$ cat config.mk
export PLATFORM = sky130hd
export DESIGN_NAME = ppd_commutator_ctrl
export DESIGN_NICKNAME = d
export VERILOG_FILES = /design/src/rtl/ppd_pkg.sv /design/src/rtl/ppd_phase_counter.sv /design/src/rtl/ppd_commutator_ctrl.sv
export SDC_FILE = /design/constraint.sdc
export NUM_CORES = 1
export LEC_CHECK = 0
export ABC_CLOCK_PERIOD_IN_PS = 1500
export BUFFER_PORTS_ARGS = -buffer_cell sky130_fd_sc_hd__buf_2
export CORE_AREA = 2 2 39 41
export DETAILED_ROUTE_END_ITERATION = 7
export DIE_AREA = 0 0 41 43
export HOLD_SLACK_MARGIN = 0.03
export PLACE_DENSITY_LB_ADDON = 0.1
export REMOVE_ABC_BUFFERS = 1
export SLEW_MARGIN = 25
export SYNTH_ARGS = -nofsm -noshare
export SYNTH_HDL_FRONTEND = slang
export SYNTH_SLANG_ARGS = --single-unit
$ cat constraint.sdc
create_clock -name i_clk -period 1.5 [get_ports i_clk]
set_clock_uncertainty 0.1 [all_clocks]
set_input_delay 0.075 -clock i_clk [delete_from_list [all_inputs] [get_ports i_clk]]
set_output_delay 0.075 -clock i_clk [all_outputs]
set_load 0.05 [all_outputs]
$ cat src/rtl/ppd_pkg.sv
// ppd_pkg -- shared definitions for the polyphase-decimator commutator.
//   state_t   : commutator FSM states (S_FILL while priming, S_RUN once primed)
//   ppd_width : counter width helper, never narrower than one bit
package ppd_pkg;

    typedef enum logic {
        S_FILL = 1'b0,
        S_RUN  = 1'b1
    } state_t;

    function automatic int unsigned ppd_width(input int unsigned n);
        return (n < 2) ? 1 : $clog2(n);
    endfunction

endpackage

$ cat src/rtl/ppd_phase_counter.sv
// ppd_phase_counter -- enabled modulo counter, reset to 0, with wrap strobe.
// Ports:
//   i_clk      rising-edge clock
//   i_rst_an   asynchronous active-low reset
//   i_ena      count enable
//   i_clr      synchronous clear, overrides i_ena
//   o_count    current count, 0..gp_modulus-1
//   o_wrap     combinational: high on an enabled cycle at the last count
module ppd_phase_counter
    import ppd_pkg::*;
#(
    parameter int unsigned gp_modulus = 4
) (
    input  logic                                i_clk,
    input  logic                                i_rst_an,
    input  logic                                i_ena,
    input  logic                                i_clr,
    output logic [ppd_width(gp_modulus)-1:0]    o_count,
    output logic                                o_wrap
);

    localparam int unsigned CW = ppd_width(gp_modulus);
    localparam logic [CW-1:0] LAST = CW'(gp_modulus - 1);

    logic [CW-1:0] count_q;

    always_ff @(posedge i_clk or negedge i_rst_an) begin
        if (!i_rst_an) begin
            count_q <= '0;
        end else if (i_clr) begin
            count_q <= '0;
        end else if (i_ena) begin
            if (count_q == LAST) begin
                count_q <= '0;
            end else begin
                count_q <= count_q + CW'(1);
            end
        end
    end

    assign o_count = count_q;
    assign o_wrap  = i_ena && !i_clr && (count_q == LAST);

endmodule

$ cat src/rtl/ppd_commutator_ctrl.sv
// ppd_commutator_ctrl -- input commutator control for a polyphase decimator.
// Steers each input sample (i_ena) to one branch shift register in rotating
// order, tracks how many full frames have been loaded, and flags a decimated
// output frame every gp_nr_phases samples once all branches are primed.
// Ports:
//   i_clk         rising-edge clock
//   i_rst_an      asynchronous active-low reset
//   i_ena         input-sample strobe
//   i_clr         synchronous clear (only with PPD_COMMUTATOR_CTRL_SYNC_CLR_EN)
//   o_branch_ena  one-hot branch write enables, zero-latency from i_ena
//   o_phase       branch index that receives the next sample
//   o_primed      registered, high while every branch holds gp_nr_taps samples
//   o_out_valid   registered one-cycle pulse per decimated output frame
// Build option: define PPD_COMMUTATOR_CTRL_SYNC_CLR_EN to add the i_clr port.
module ppd_commutator_ctrl
    import ppd_pkg::*;
#(
    parameter int unsigned gp_nr_phases = 4,
    parameter int unsigned gp_nr_taps   = 4
) (
    input  logic                              i_clk,
    input  logic                              i_rst_an,
    input  logic                              i_ena,
`ifdef PPD_COMMUTATOR_CTRL_SYNC_CLR_EN
    input  logic                              i_clr,
`endif
    output logic [gp_nr_phases-1:0]           o_branch_ena,
    output logic [$clog2(gp_nr_phases)-1:0]   o_phase,
    output logic                              o_primed,
    output logic                              o_out_valid
);

    localparam int unsigned FW = ppd_width(gp_nr_taps + 1);
    localparam logic [FW-1:0] FRAME_MAX  = FW'(gp_nr_taps);
    localparam logic [FW-1:0] FRAME_LAST = FW'(gp_nr_taps - 1);

    logic                             clr;
    logic                             ena_eff;
    logic                             wrap;
    logic [$clog2(gp_nr_phases)-1:0]  phase;
    logic [FW-1:0]                    frame_q;
    state_t                           state_q;
    state_t                           state_next;
    logic                             valid_next;

`ifdef PPD_COMMUTATOR_CTRL_SYNC_CLR_EN
    assign clr = i_clr;
`else
    assign clr = 1'b0;
`endif

    // Clear wins over a simultaneous sample strobe.
    assign ena_eff = i_ena && !clr;

    ppd_phase_counter #(
        .gp_modulus (gp_nr_phases)
    ) u_phase_counter (
        .i_clk    (i_clk),
        .i_rst_an (i_rst_an),
        .i_ena    (i_ena),
        .i_clr    (clr),
        .o_count  (phase),
        .o_wrap   (wrap)
    );

    assign o_phase = phase;

    always_comb begin
        o_branch_ena = '0;
        if (ena_eff) begin
            o_branch_ena[phase] = 1'b1;
        end
    end

    // Frame counter saturates at gp_nr_taps; only its value in S_FILL matters.
    always_ff @(posedge i_clk or negedge i_rst_an) begin
        if (!i_rst_an) begin
            frame_q <= '0;
        end else if (clr) begin
            frame_q <= '0;
        end else if (wrap && (frame_q != FRAME_MAX)) begin
            frame_q <= frame_q + FW'(1);
        end
    end

    always_comb begin
        state_next = state_q;
        valid_next = 1'b0;
        if (clr) begin
            state_next = S_FILL;
        end else begin
            case (state_q)
                S_FILL: begin
                    if (wrap && (frame_q == FRAME_LAST)) begin
                        state_next = S_RUN;
                    end
                end
                S_RUN: begin
                    state_next = S_RUN;
                end
                default: begin
                    state_next = S_FILL;
                end
            endcase
            // Includes the priming wrap, since it is judged on the next state.
            valid_next = wrap && (state_next == S_RUN);
        end
    end

    // o_primed is registered from the next state so it tracks S_RUN exactly.
    always_ff @(posedge i_clk or negedge i_rst_an) begin
        if (!i_rst_an) begin
            state_q     <= S_FILL;
            o_primed    <= 1'b0;
            o_out_valid <= 1'b0;
        end else begin
            state_q     <= state_next;
            o_primed    <= (state_next == S_RUN);
            o_out_valid <= valid_next;
        end
    end

endmodule

==> summary.txt <==
status: finished, final reports clean
sw power: 577.5 uW
Post-synth top flop: dfrtp_1
CTS tree: yes
initial antenna violation count: 0
top area cells in the synthesized netlist: dfrtp_1, ha_1, inv_1
fill cell count: 151
Warnings, synthesis: 0
CP max stage cell: dfrtp_1
Detailed Route WL: 747 um
Placed Cells: 63
first-pass GRT wire length: 1.262 mm
die extent in x: 41 um
vias: 308
Seq cells post-synth: 7
DRT iter0 DRCs: 7
Finished Cell Area: 540.5 um2
synth cell count leaders: dfrtp_1, ha_1, inv_1, and2_1, o21ai_0
vias per inst: 4.400
Antenna diodes: 0
row count: 14
Reg power frac: 29.4%
Fin Setup TNS: 0 ns
# DRC: 0
detailed placement HPWL: 541.6 um
Mapped Cells: 37
vias in the first global route: 304
crit path kind: reg -> out
Remaining Overflow, GRT: 0
Root Buffer: clkbuf_4
Synth cell types: 14
Post-Syn Area: 394.1 um2
Worst-Margin Slew: 0.2480 ns
Synth-to-Final Area Change: 37.14%
Mean Syn Cell Area: 10.65 um2
Pint: 590.7 uW
Slew HR: 83.58%
slowest stage delay, CP: 0.42 ns
Num CTS Buffers: 3
Final setup viols: 0
hold slack final: 0.08090 ns
Period Utilization, post-route: 94.33%
Worst-Skew Late Latency: 0.25 ns
worst path required time: 1.32 ns
clk sink count: 7
Lkg Pwr: 0.2886 nW
CP endpoint kind: primary output
area leader, netlist: dfrtp_1
post-synthesis sequential area ratio: 44.44%
share of layout cells above drive strength 1: 35.19%
fin. max-slew vios: 0
Core Footprint: 1384 um2
clk slew on worst S/H paths: 0.06 ns
CP Launch Type: flop
min Tclk post-route: 1.415 ns
Placed Area: 464.2 um2
clk buf depth: 2
DIE HEIGHT: 43 um
max cap viols: 0
Post-DRT Antenna Nets: 0
Clock Power Share: 15.0%
Final Hold Viols: 0
final non-filler cell total: 70
number of I/O pins: 11
largest net degree at the start of global routing: 9
worst path cell trace: ha_2 -> nand2_2 -> inv_1 -> buf_4
drt pass-1 iters: 2
Power Dens Cells: 2161 nW/um2
WL per Instance: 10.67 um
Switching Fraction: 49.43%
Post-synth EDFFs: 0
Nets: 65
starting density of the core: 28.48%
crit path DAT: 1.24 ns
CP max FO: 4
Comb pwr share: 55.6%
RD Place Congestion: 0.7811
Synth async-reset ratio: 100.0%
Die ar.: 1763 um2
gr usage total: 11.54%
Worst Hold Class: in -> async
Port-buffer cells: 10
Max Clk Rate: 706.8 MHz
Synth top area share: 44.44%
CTS H-tree lvls: 1
Worst VDD drop: 0.0007782 V
==> repair_timing <==
item	4_1_cts	5_1_grt
hold buffers	2	0
resized for setup	3	7
buffers inserted	0	1
gates cloned	0	0
endpoints found under the hold margin	9	0
endpoints found under the setup margin	3	4
pin swaps	0	1
==> cell families (layout without fill, tap and decap cells) <==
family                     Yosys count  after routing  share of synthesized area, %
and+or+nand+nor                      8              8                         10.48
adders and majority gates            7              7                         22.22
DFF                                  7              7                         44.44
buffers and inverters                7             24                         6.668
AOI/OAI and AO/OA                    6              6                         11.11
xor gates and xnor gates             1              1                         2.223
muxes                                1              1                         2.857
==> metrics by stage <==
step	power, mW	setup WS [ns]	util [%]
6_report	1.168	0.08512	39.06
5_1_grt	1.269	-0.002050	39.06
4_1_cts	1.161	0.01514	37.43
3_5_place_dp	0.9574	0.1158	33.54
3_3_place_gp	0.9311	0.1316	33.54
2_1_floorplan	0.8064	-0.1812	-
==> layer usage <==
layer	track usage, %	wire length, um
met5	0	0
met4	8.000	0
met3	6.283	46
met2	17.19	387
met1	11.55	313
==> cell usage in the layout, fill, tap and decap left out <==
master / n
inv_1: 6
clkbuf_4: 3
nor2_1: 2
inv_2: 1
a21o_1: 1
dfrtp_1: 7
and2_1: 2
nand3_1: 1
clkbuf_1: 1
buf_6: 2
nand2_2: 1
and2_4: 1
xnor2_1: 1
o21ai_0: 3
buf_2: 6
buf_4: 3
nand2_1: 1
ha_2: 1
a21oi_4: 1
ha_1: 6
o21ai_1: 1
mux2_1: 1
dlygate4sd3_1: 2
==> worst paths after layout <==
path / startpoint / endpoint / slack, ns / cells past startpoint
worst max-delay path: u_phase_counter.o_count[0] / o_branch_ena[3] / 0.09 / 4
worst min-delay path: i_rst_an / frame_q[0] / 0.08 / 2
worst max register to register: u_phase_counter.o_count[0] / frame_q[1] / 0.12 / 4
worst min register to register: o_primed / o_primed / 0.39 / 1
max in group asynchronous: i_rst_an / frame_q[2] / 1.06 / 2
min in group i_clk: o_primed / o_primed / 0.39 / 1
==> power groups by stage <==
| stage | combinational (mW) | clock (mW) | sequential, mW |
|---|---|---|---|
| final | 0.650 | 0.175 | 0.343 |
| after global routing | 0.721 | 0.194 | 0.355 |
| after CTS | 0.634 | 0.185 | 0.342 |
| after detailed placement | 0.613 | 0 | 0.345 |
| after global placement | 0.592 | 0 | 0.339 |
| after floorplan | 0.325 | 0 | 0.481 |
==> cell type report <==
type	instances	area [um2]	area share [%]
Multi-Input combinational cell	23	197.7	36.57
Sequential cell	7	175.2	32.41
Timing Repair Buffer	13	95.09	17.59
Clock buffer	4	26.28	4.861
Inverter	7	26.28	4.861
Tap cell	16	20.02	3.704
==> flip-flops by register name (all words and copies together), names as in the netlist <==
| signal | count |
|---|---|
| frame_q | 3 |
| o_primed | 1 |
| u_phase_counter.o_count | 2 |
| o_out_valid | 1 |
==> worst max-delay path, delay by kind of cell, from the launching register on <==
kind                       cells  cell delay, ns
and+or+nand+nor                1            0.10
adders and majority gates      1            0.21
DFF                            1            0.42
buffers and inverters          2            0.26
Note: power is estimated with default switching activity, not from simulation.
